<file path="src/rtl/xorshift_stream_gen.sv">
// -----------------------------------------------------------------------------
// xorshift_stream_gen
//
// Parametrised xorshift pseudo-random word generator with a ready/valid output
// stream, a runtime seed load, a multi-step skip-ahead mode and a counter of
// delivered words. The output word is the state register itself, so a word is
// offered with zero latency and never depends combinationally on dout_ready.
//
// Parameters
//   WIDTH   state/output width, 32 or 64 only
//   SEED    reset and fallback seed (a zero SEED is treated as 1)
//   SKIP_W  width of skip_count
//   CNT_W   width of the delivered-word counter
//
// Ports
//   clock       in   rising-edge clock
//   reset       in   asynchronous active-low reset
//   seed_valid  in   load seed_data this cycle (highest priority)
//   seed_data   in   new seed value; zero is replaced by the fallback seed
//   skip_req    in   start a skip-ahead of skip_count steps (RUN only)
//   skip_count  in   number of steps to skip; zero makes skip_req a no-op
//   dout        out  current state word
//   dout_valid  out  dout is offered (RUN)
//   dout_ready  in   consumer accepts dout
//   busy        out  skip in progress (SKIP)
//   seed_err    out  one-cycle pulse after a zero seed was replaced
//   word_cnt    out  accepted words, wraps modulo 2^CNT_W
// -----------------------------------------------------------------------------
module xorshift_stream_gen #(
  parameter int unsigned       WIDTH  = 32,
  parameter logic [WIDTH-1:0]  SEED   = WIDTH'(1),
  parameter int unsigned       SKIP_W = 8,
  parameter int unsigned       CNT_W  = 16
) (
  input  logic              clock,
  input  logic              reset,
  input  logic              seed_valid,
  input  logic [WIDTH-1:0]  seed_data,
  input  logic              skip_req,
  input  logic [SKIP_W-1:0] skip_count,
  output logic [WIDTH-1:0]  dout,
  output logic              dout_valid,
  input  logic              dout_ready,
  output logic              busy,
  output logic              seed_err,
  output logic [CNT_W-1:0]  word_cnt
);

  // Only the two published shift triplets exist; anything else is refused.
  if ((WIDTH != 32'd32) && (WIDTH != 32'd64)) begin : g_bad_width
    $error("xorshift_stream_gen: WIDTH must be 32 or 64");
  end

  // A zero state is a fixed point of xorshift, so a zero SEED is replaced.
  localparam logic [WIDTH-1:0]  SEED_EFF = (SEED == '0) ? WIDTH'(1) : SEED;
  localparam logic [CNT_W-1:0]  CNT_ONE  = {{(CNT_W-1){1'b0}}, 1'b1};
  localparam logic [SKIP_W-1:0] REM_ONE  = {{(SKIP_W-1){1'b0}}, 1'b1};

  typedef enum logic [0:0] {
    ST_RUN  = 1'b0,
    ST_SKIP = 1'b1
  } fsm_e;

  // One xorshift step; shifts are logical and drop bits leaving the word.
  function automatic logic [WIDTH-1:0] xs_step(input logic [WIDTH-1:0] x);
    logic [WIDTH-1:0] y;
    y = x;
    if (WIDTH == 32'd64) begin
      y = y ^ (y << 6'd13);
      y = y ^ (y >> 6'd7);
      y = y ^ (y << 6'd17);
    end else begin
      y = y ^ (y << 6'd13);
      y = y ^ (y >> 6'd17);
      y = y ^ (y << 6'd5);
    end
    return y;
  endfunction

  fsm_e              fsm_q, fsm_d;
  logic [WIDTH-1:0]  state_q, state_d;
  logic [SKIP_W-1:0] rem_q, rem_d;
  logic [CNT_W-1:0]  cnt_q, cnt_d;
  logic              seed_err_q, seed_err_d;
  logic              valid_q, valid_d;
  logic              busy_q, busy_d;
  logic [WIDTH-1:0]  run_state_s;
  logic              handshake_s;

  // Handshake only exists while the word is offered.
  assign handshake_s = valid_q & dout_ready;

  // State advanced by an accepted word in RUN (unchanged otherwise).
  always_comb begin
    run_state_s = state_q;
    if (handshake_s) begin
      run_state_s = xs_step(state_q);
    end else begin
      run_state_s = state_q;
    end
  end

  // Next-state logic: seed load beats everything, then the RUN/SKIP machine.
  always_comb begin
    fsm_d      = fsm_q;
    state_d    = state_q;
    rem_d      = rem_q;
    cnt_d      = cnt_q;
    seed_err_d = 1'b0;

    if (seed_valid) begin
      // Seed load cancels any skip and drops a same-cycle handshake or skip.
      fsm_d = ST_RUN;
      rem_d = '0;
      if (seed_data == '0) begin
        state_d    = SEED_EFF;
        seed_err_d = 1'b1;
      end else begin
        state_d    = seed_data;
        seed_err_d = 1'b0;
      end
    end else begin
      case (fsm_q)
        ST_RUN: begin
          state_d = run_state_s;
          if (handshake_s) begin
            cnt_d = cnt_q + CNT_ONE;
          end else begin
            cnt_d = cnt_q;
          end
          // A skip launched with a handshake starts from the stepped state.
          if (skip_req && (skip_count != '0)) begin
            fsm_d = ST_SKIP;
            rem_d = skip_count;
          end else begin
            fsm_d = ST_RUN;
            rem_d = rem_q;
          end
        end
        ST_SKIP: begin
          state_d = xs_step(state_q);
          if (rem_q == REM_ONE) begin
            // Last skip step: the word is offered again on the next cycle.
            fsm_d = ST_RUN;
            rem_d = '0;
          end else begin
            fsm_d = ST_SKIP;
            rem_d = rem_q - REM_ONE;
          end
        end
        default: begin
          fsm_d   = ST_RUN;
          rem_d   = '0;
          state_d = SEED_EFF;
        end
      endcase
    end
  end

  // Output flags are registered versions of the next FSM state.
  always_comb begin
    valid_d = 1'b1;
    busy_d  = 1'b0;
    case (fsm_d)
      ST_RUN: begin
        valid_d = 1'b1;
        busy_d  = 1'b0;
      end
      ST_SKIP: begin
        valid_d = 1'b0;
        busy_d  = 1'b1;
      end
      default: begin
        valid_d = 1'b1;
        busy_d  = 1'b0;
      end
    endcase
  end

  // State, skip counter, word counter and output flag registers.
  always_ff @(posedge clock or negedge reset) begin
    if (!reset) begin
      fsm_q      <= ST_RUN;
      state_q    <= SEED_EFF;
      rem_q      <= '0;
      cnt_q      <= '0;
      seed_err_q <= 1'b0;
      valid_q    <= 1'b1;
      busy_q     <= 1'b0;
    end else begin
      fsm_q      <= fsm_d;
      state_q    <= state_d;
      rem_q      <= rem_d;
      cnt_q      <= cnt_d;
      seed_err_q <= seed_err_d;
      valid_q    <= valid_d;
      busy_q     <= busy_d;
    end
  end

  assign dout       = state_q;
  assign dout_valid = valid_q;
  assign busy       = busy_q;
  assign seed_err   = seed_err_q;
  assign word_cnt   = cnt_q;

`ifdef FORMAL
  a_state_nonzero: assert property (@(posedge clock) disable iff (!reset)
    state_q != '0);
  a_busy_is_skip: assert property (@(posedge clock) disable iff (!reset)
    busy_q == (fsm_q == ST_SKIP));
  a_valid_busy_excl: assert property (@(posedge clock) disable iff (!reset)
    !(valid_q && busy_q));
`endif

endmodule

</file>
<file path="config.mk">
export PLATFORM = sky130hd
export DESIGN_NAME = xorshift_stream_gen
export DESIGN_NICKNAME = d
export VERILOG_FILES = /design/src/rtl/xorshift_stream_gen.sv
export SDC_FILE = /design/constraint.sdc
export NUM_CORES = 1
export LEC_CHECK = 0
export ABC_AREA = 1
export CORE_MARGIN = 10
export CORE_UTILIZATION = 35
export DETAILED_ROUTE_END_ITERATION = 8
export PLACE_DENSITY = 0.7
export SETUP_SLACK_MARGIN = 0.02
export SLEW_MARGIN = 20
export SYNTH_ARGS = -nofsm -noshare
export SYNTH_HDL_FRONTEND = slang
export SYNTH_SLANG_ARGS = --single-unit
</file>
<file path="constraint.sdc">
create_clock -name clock -period 1.62 [get_ports clock]
set_input_delay 0.324 -clock clock [delete_from_list [all_inputs] [get_ports clock]]
set_output_delay 0.324 -clock clock [all_outputs]
set_load 0.05 [all_outputs]
</file>
==> results.txt <==
- The run finished with clean final reports.
- On the critical path the largest part of the delay comes from flip-flops.
- Worst setup path category: reg2out
- Static leakage power: 3.275 nW
* Core outline area: 0.01156 sq mm
* Number of CTS-inserted buffers: 9
- Design Power: 12.10 mW
- For the worst setup path, the data arrival time is 1.13 ns.
- Setup clock skew after layout: 0.007246 ns
* Port bufs: 95
- Total stage count of the critical path: 1
- Fraction of registers with async set or reset after synthesis: 100.0%
- Timing analysis after detailed placement gives a worst setup slack of -0.1435 ns.
* Post-route design area: 0.006350 sq mm
* Detailed-router iteration count before antenna repair: 5
- For this run, the slowest stage of the critical path takes 0.66 ns.
- Clock group share of total power: 16.6%
* Die footprint: 0.01677 sq mm
- Entering global routing, the biggest net connects 50 pins.
* Clock Sinks: 59
- The detailed router finished its first iteration with 332 violations.
* Maximum number of buffers from clock root to sink: 2
- Gr ovfl total: 0
- Once routing completed, OpenROAD measured the worst setup slack at 0.1611 ns.
- Sequential area share after synthesis: 35.23%
- Counting every net in the synthesized netlist gives 707.
- After legalization and detailed placement, the total HPWL measured 10,510 um.
- Kind of start point of the critical path: flop
* H-tree Lvls: 3
- Net switching is 48.61% of the power.
- For this configuration, the core starts out at a cell density of 36.30%.
* Cell count after synthesis: 659
- Die X: 129.5 um
* Number of register bits inferred by synthesis: 59
* Net count reported at finish: 835
- Reg-to-reg critical path endpoint: word_cnt[7]
- Crit-path slowest cell: sky130_fd_sc_hd__dfstp_4
- CTS tree: built
- # IOs: 96
- In the final layout, the share of cells above drive strength 1 is 15.28%.
- Internal power comes to 6.216 mW.
* Number of warnings printed during yosys synthesis: 0
- Number of global-route vias before repair: 4,412
* Post-route DRC violation count: 0
- In this run the post-CTS setup repair buffer count came out at 0.
* Cell depth of the worst flop-to-flop path: 6
- Across the VDD grid, the largest voltage drop is 1.206 mV.
- Averaged over all synthesized cells, the footprint is 6.370 sq um.
- Hold Path Class: in2async
- Total power density per cell area: 1905 mW/mm^2
* Insertion delay of the later-clocked pin in the worst-skew pair: 0.33 ns
- Summing every instance area after synthesis gives 0.004198 sq mm.
- Number of unique standard cell types used by synthesis: 34
* Site Rows: 39
* Final antenna diode count: 0
* Source of the worst register-to-register timing path: dout_valid
- Layout area overhead: 51.27%
- Final hold violation count: 0
- Max-cap violations in this run came to 0.
- For this run, the top clock speed supported by timing is 685.5 MHz.
- Post-route worst hold slack: 0.4090 ns
- The critical path goes through buf_12.
* Maximum fanout encountered on the critical timing path: 3
* Net load switching power: 5.881 mW
- In the final routed layout, each cell accounts on average for 14.50 um.
* Reg2reg setup slack: 0.16 ns
* Combinational power share: 59.6%
* GRT Util Overall: 16.39%
- First element of the critical path: dout_valid
- Total buffers and inverters traversed by the critical path: 1
- Routability congestion estimate: 0.9293
* Clock root buffer master: sky130_fd_sc_hd__clkbuf_16
- Vias/cell: 4.908
* Synth top area share: 33.98%
- Number of enable flip-flop cells after synthesis: 0
* Final Cycle Share: 90.05%
- RSZ-0062 raised after global routing: no
- Measured along the y axis, the die boundary spans 129.5 um.
- The worst setup path is captured at a primary output.
- Clock-pin slew was measured on the worst setup and hold paths at 0.05 ns.
- For the pin with the worst max-slew slack, the measured transition is 0.5894 ns.
* Library cell with the largest summed area after synthesis: sky130_fd_sc_hd__dfrtp_1
- By area the synthesized netlist is led by sky130_fd_sc_hd__dfrtp_1 (34%), sky130_fd_sc_hd__nand2_1 (22%), sky130_fd_sc_hd__inv_1 (8.4%).
- Number of antenna violations at the first check in global routing: 0
- In the final layout, flip-flops and latches occupy 0.001485 sq mm.
- Summed over all layers, the routed wires come to 13,550 um.
- Top_reg_cell synth: sky130_fd_sc_hd__dfrtp_1
* Antenna-violating nets left: 0
- At the worst endpoint, the required time is 1.30 ns.
- Via count: 4,589
* Placement Cell Area: 0.006020 sq mm
- Wire length of the first global-routing pass: 22,100 um
- Fin crit period: 1.459 ns
- Headroom to the max-slew limit came out at 60.71%.
- The number of pins with negative max-slew slack in the final report came to 0.
- Filler instances: 1,061
- Sequential cells account for 23.8% of the total power.
* Multi-input gate area: 0.002281 sq mm
* Setup-failing EPs final: 0
[layout by cell type (no fill, tap or decap), drive strengths merged]
master         count
o21bai             3
nor3               9
buf               87
xnor2              8
xor2               9
clkinvlp           2
nand3b             1
nand3             66
dlygate4sd3        1
a21boi             1
o21ai             22
and2               2
clkdlybuf4s50     43
dfrtp             57
o22ai              2
clkbuf            13
dfstp              2
nor2              62
nand4              7
bufinv             1
inv               96
a31oi             11
a21oi             32
nand2            251
or2                1
ha                 3
[timing repair]
action	4_1_cts	5_1_grt
setup endpoints to repair	0	5
resized for setup	0	2
hold endpoints to repair	10	0
hold buffers	1	0
[registers in the layout (all words and copies together), names as in the netlist]
register	cells
word_cnt	16
busy	1
dout_valid	1
rem_q	8
seed_err	1
dout	32
[worst max-delay path by stage]
| stage | endpoint |
|---|---|
| 2_1_floorplan | word_cnt[7] |
| 3_3_place_gp | rem_q[2] |
| 3_5_place_dp | rem_q[5] |
| 4_1_cts | dout_valid |
| 5_1_grt | dout[12] |
| 6_report | dout_valid |
[Yosys cell counts, types with 2 or more instances]
cell                       instances
sky130_fd_sc_hd__a21oi_1          32
sky130_fd_sc_hd__a31oi_1          11
sky130_fd_sc_hd__buf_2            10
sky130_fd_sc_hd__buf_4             2
sky130_fd_sc_hd__buf_6             2
sky130_fd_sc_hd__dfrtp_1          57
sky130_fd_sc_hd__dfstp_2           2
sky130_fd_sc_hd__ha_1              3
sky130_fd_sc_hd__inv_1            94
sky130_fd_sc_hd__inv_2             2
sky130_fd_sc_hd__nand2_1         248
sky130_fd_sc_hd__nand2_2           3
sky130_fd_sc_hd__nand3_1          64
sky130_fd_sc_hd__nand4_1           7
sky130_fd_sc_hd__nor2_1           60
sky130_fd_sc_hd__nor3_1            7
sky130_fd_sc_hd__nor3_4            2
sky130_fd_sc_hd__o21ai_0          14
sky130_fd_sc_hd__o21ai_1           7
sky130_fd_sc_hd__o21bai_1          3
sky130_fd_sc_hd__o22ai_1           2
sky130_fd_sc_hd__xnor2_1           7
sky130_fd_sc_hd__xor2_1            9
[final cells by class]
cell class | count | area share [%]
repair buffers | 131 | 27.23
multi-input cells | 490 | 35.92
clock inverters | 3 | 0.7094
flip-flops and latches | 59 | 23.39
clock buffers | 13 | 4.256
well taps | 143 | 2.818
inverters | 96 | 5.675
[per-stage QoR]
step / cells / utilization, % / TNS (ns)
after global placement: 918 / 52.05 / -1.299
after CTS: 935 / 54.86 / 0
after floorplan: 659 / - / -0.0009933
after global routing: 935 / 54.91 / 0
final: 935 / 54.91 / 0
after detailed placement: 918 / 52.05 / -2.701
[power by group through the flow]
stage / Sequential (mW) / Combinational [mW] / Clock (mW)
after global placement: 2.89 / 7.14 / 0
final: 2.88 / 7.21 / 2.01
after floorplan: 4.05 / 2.82 / 0
after CTS: 2.88 / 7.22 / 2.04
after global routing: 2.97 / 7.86 / 2.10
after detailed placement: 2.89 / 7.19 / 0
[cells by family (layout without fill, tap and decap cells)]
group | Yosys count | in the layout | share of synthesized area, %
and+or+nand+nor | 399 | 399 | 40.30
buffers and inverters | 110 | 243 | 10.67
adders and majority gates | 3 | 3 | 0.8943
AOI/OAI and AO/OA | 71 | 71 | 9.180
xor gates and xnor gates | 17 | 17 | 3.726
DFF | 59 | 59 | 35.23
[metal layers]
metal	vias up	part of all wire [%]	track usage, %
met3	17	8.5	5.220
met5	-	0	0
met1	2078	43	20.48
li1	2322	-	-
met4	0	1.4	4.630
met2	172	47	26.66
Note: power is estimated with default switching activity, not from simulation.
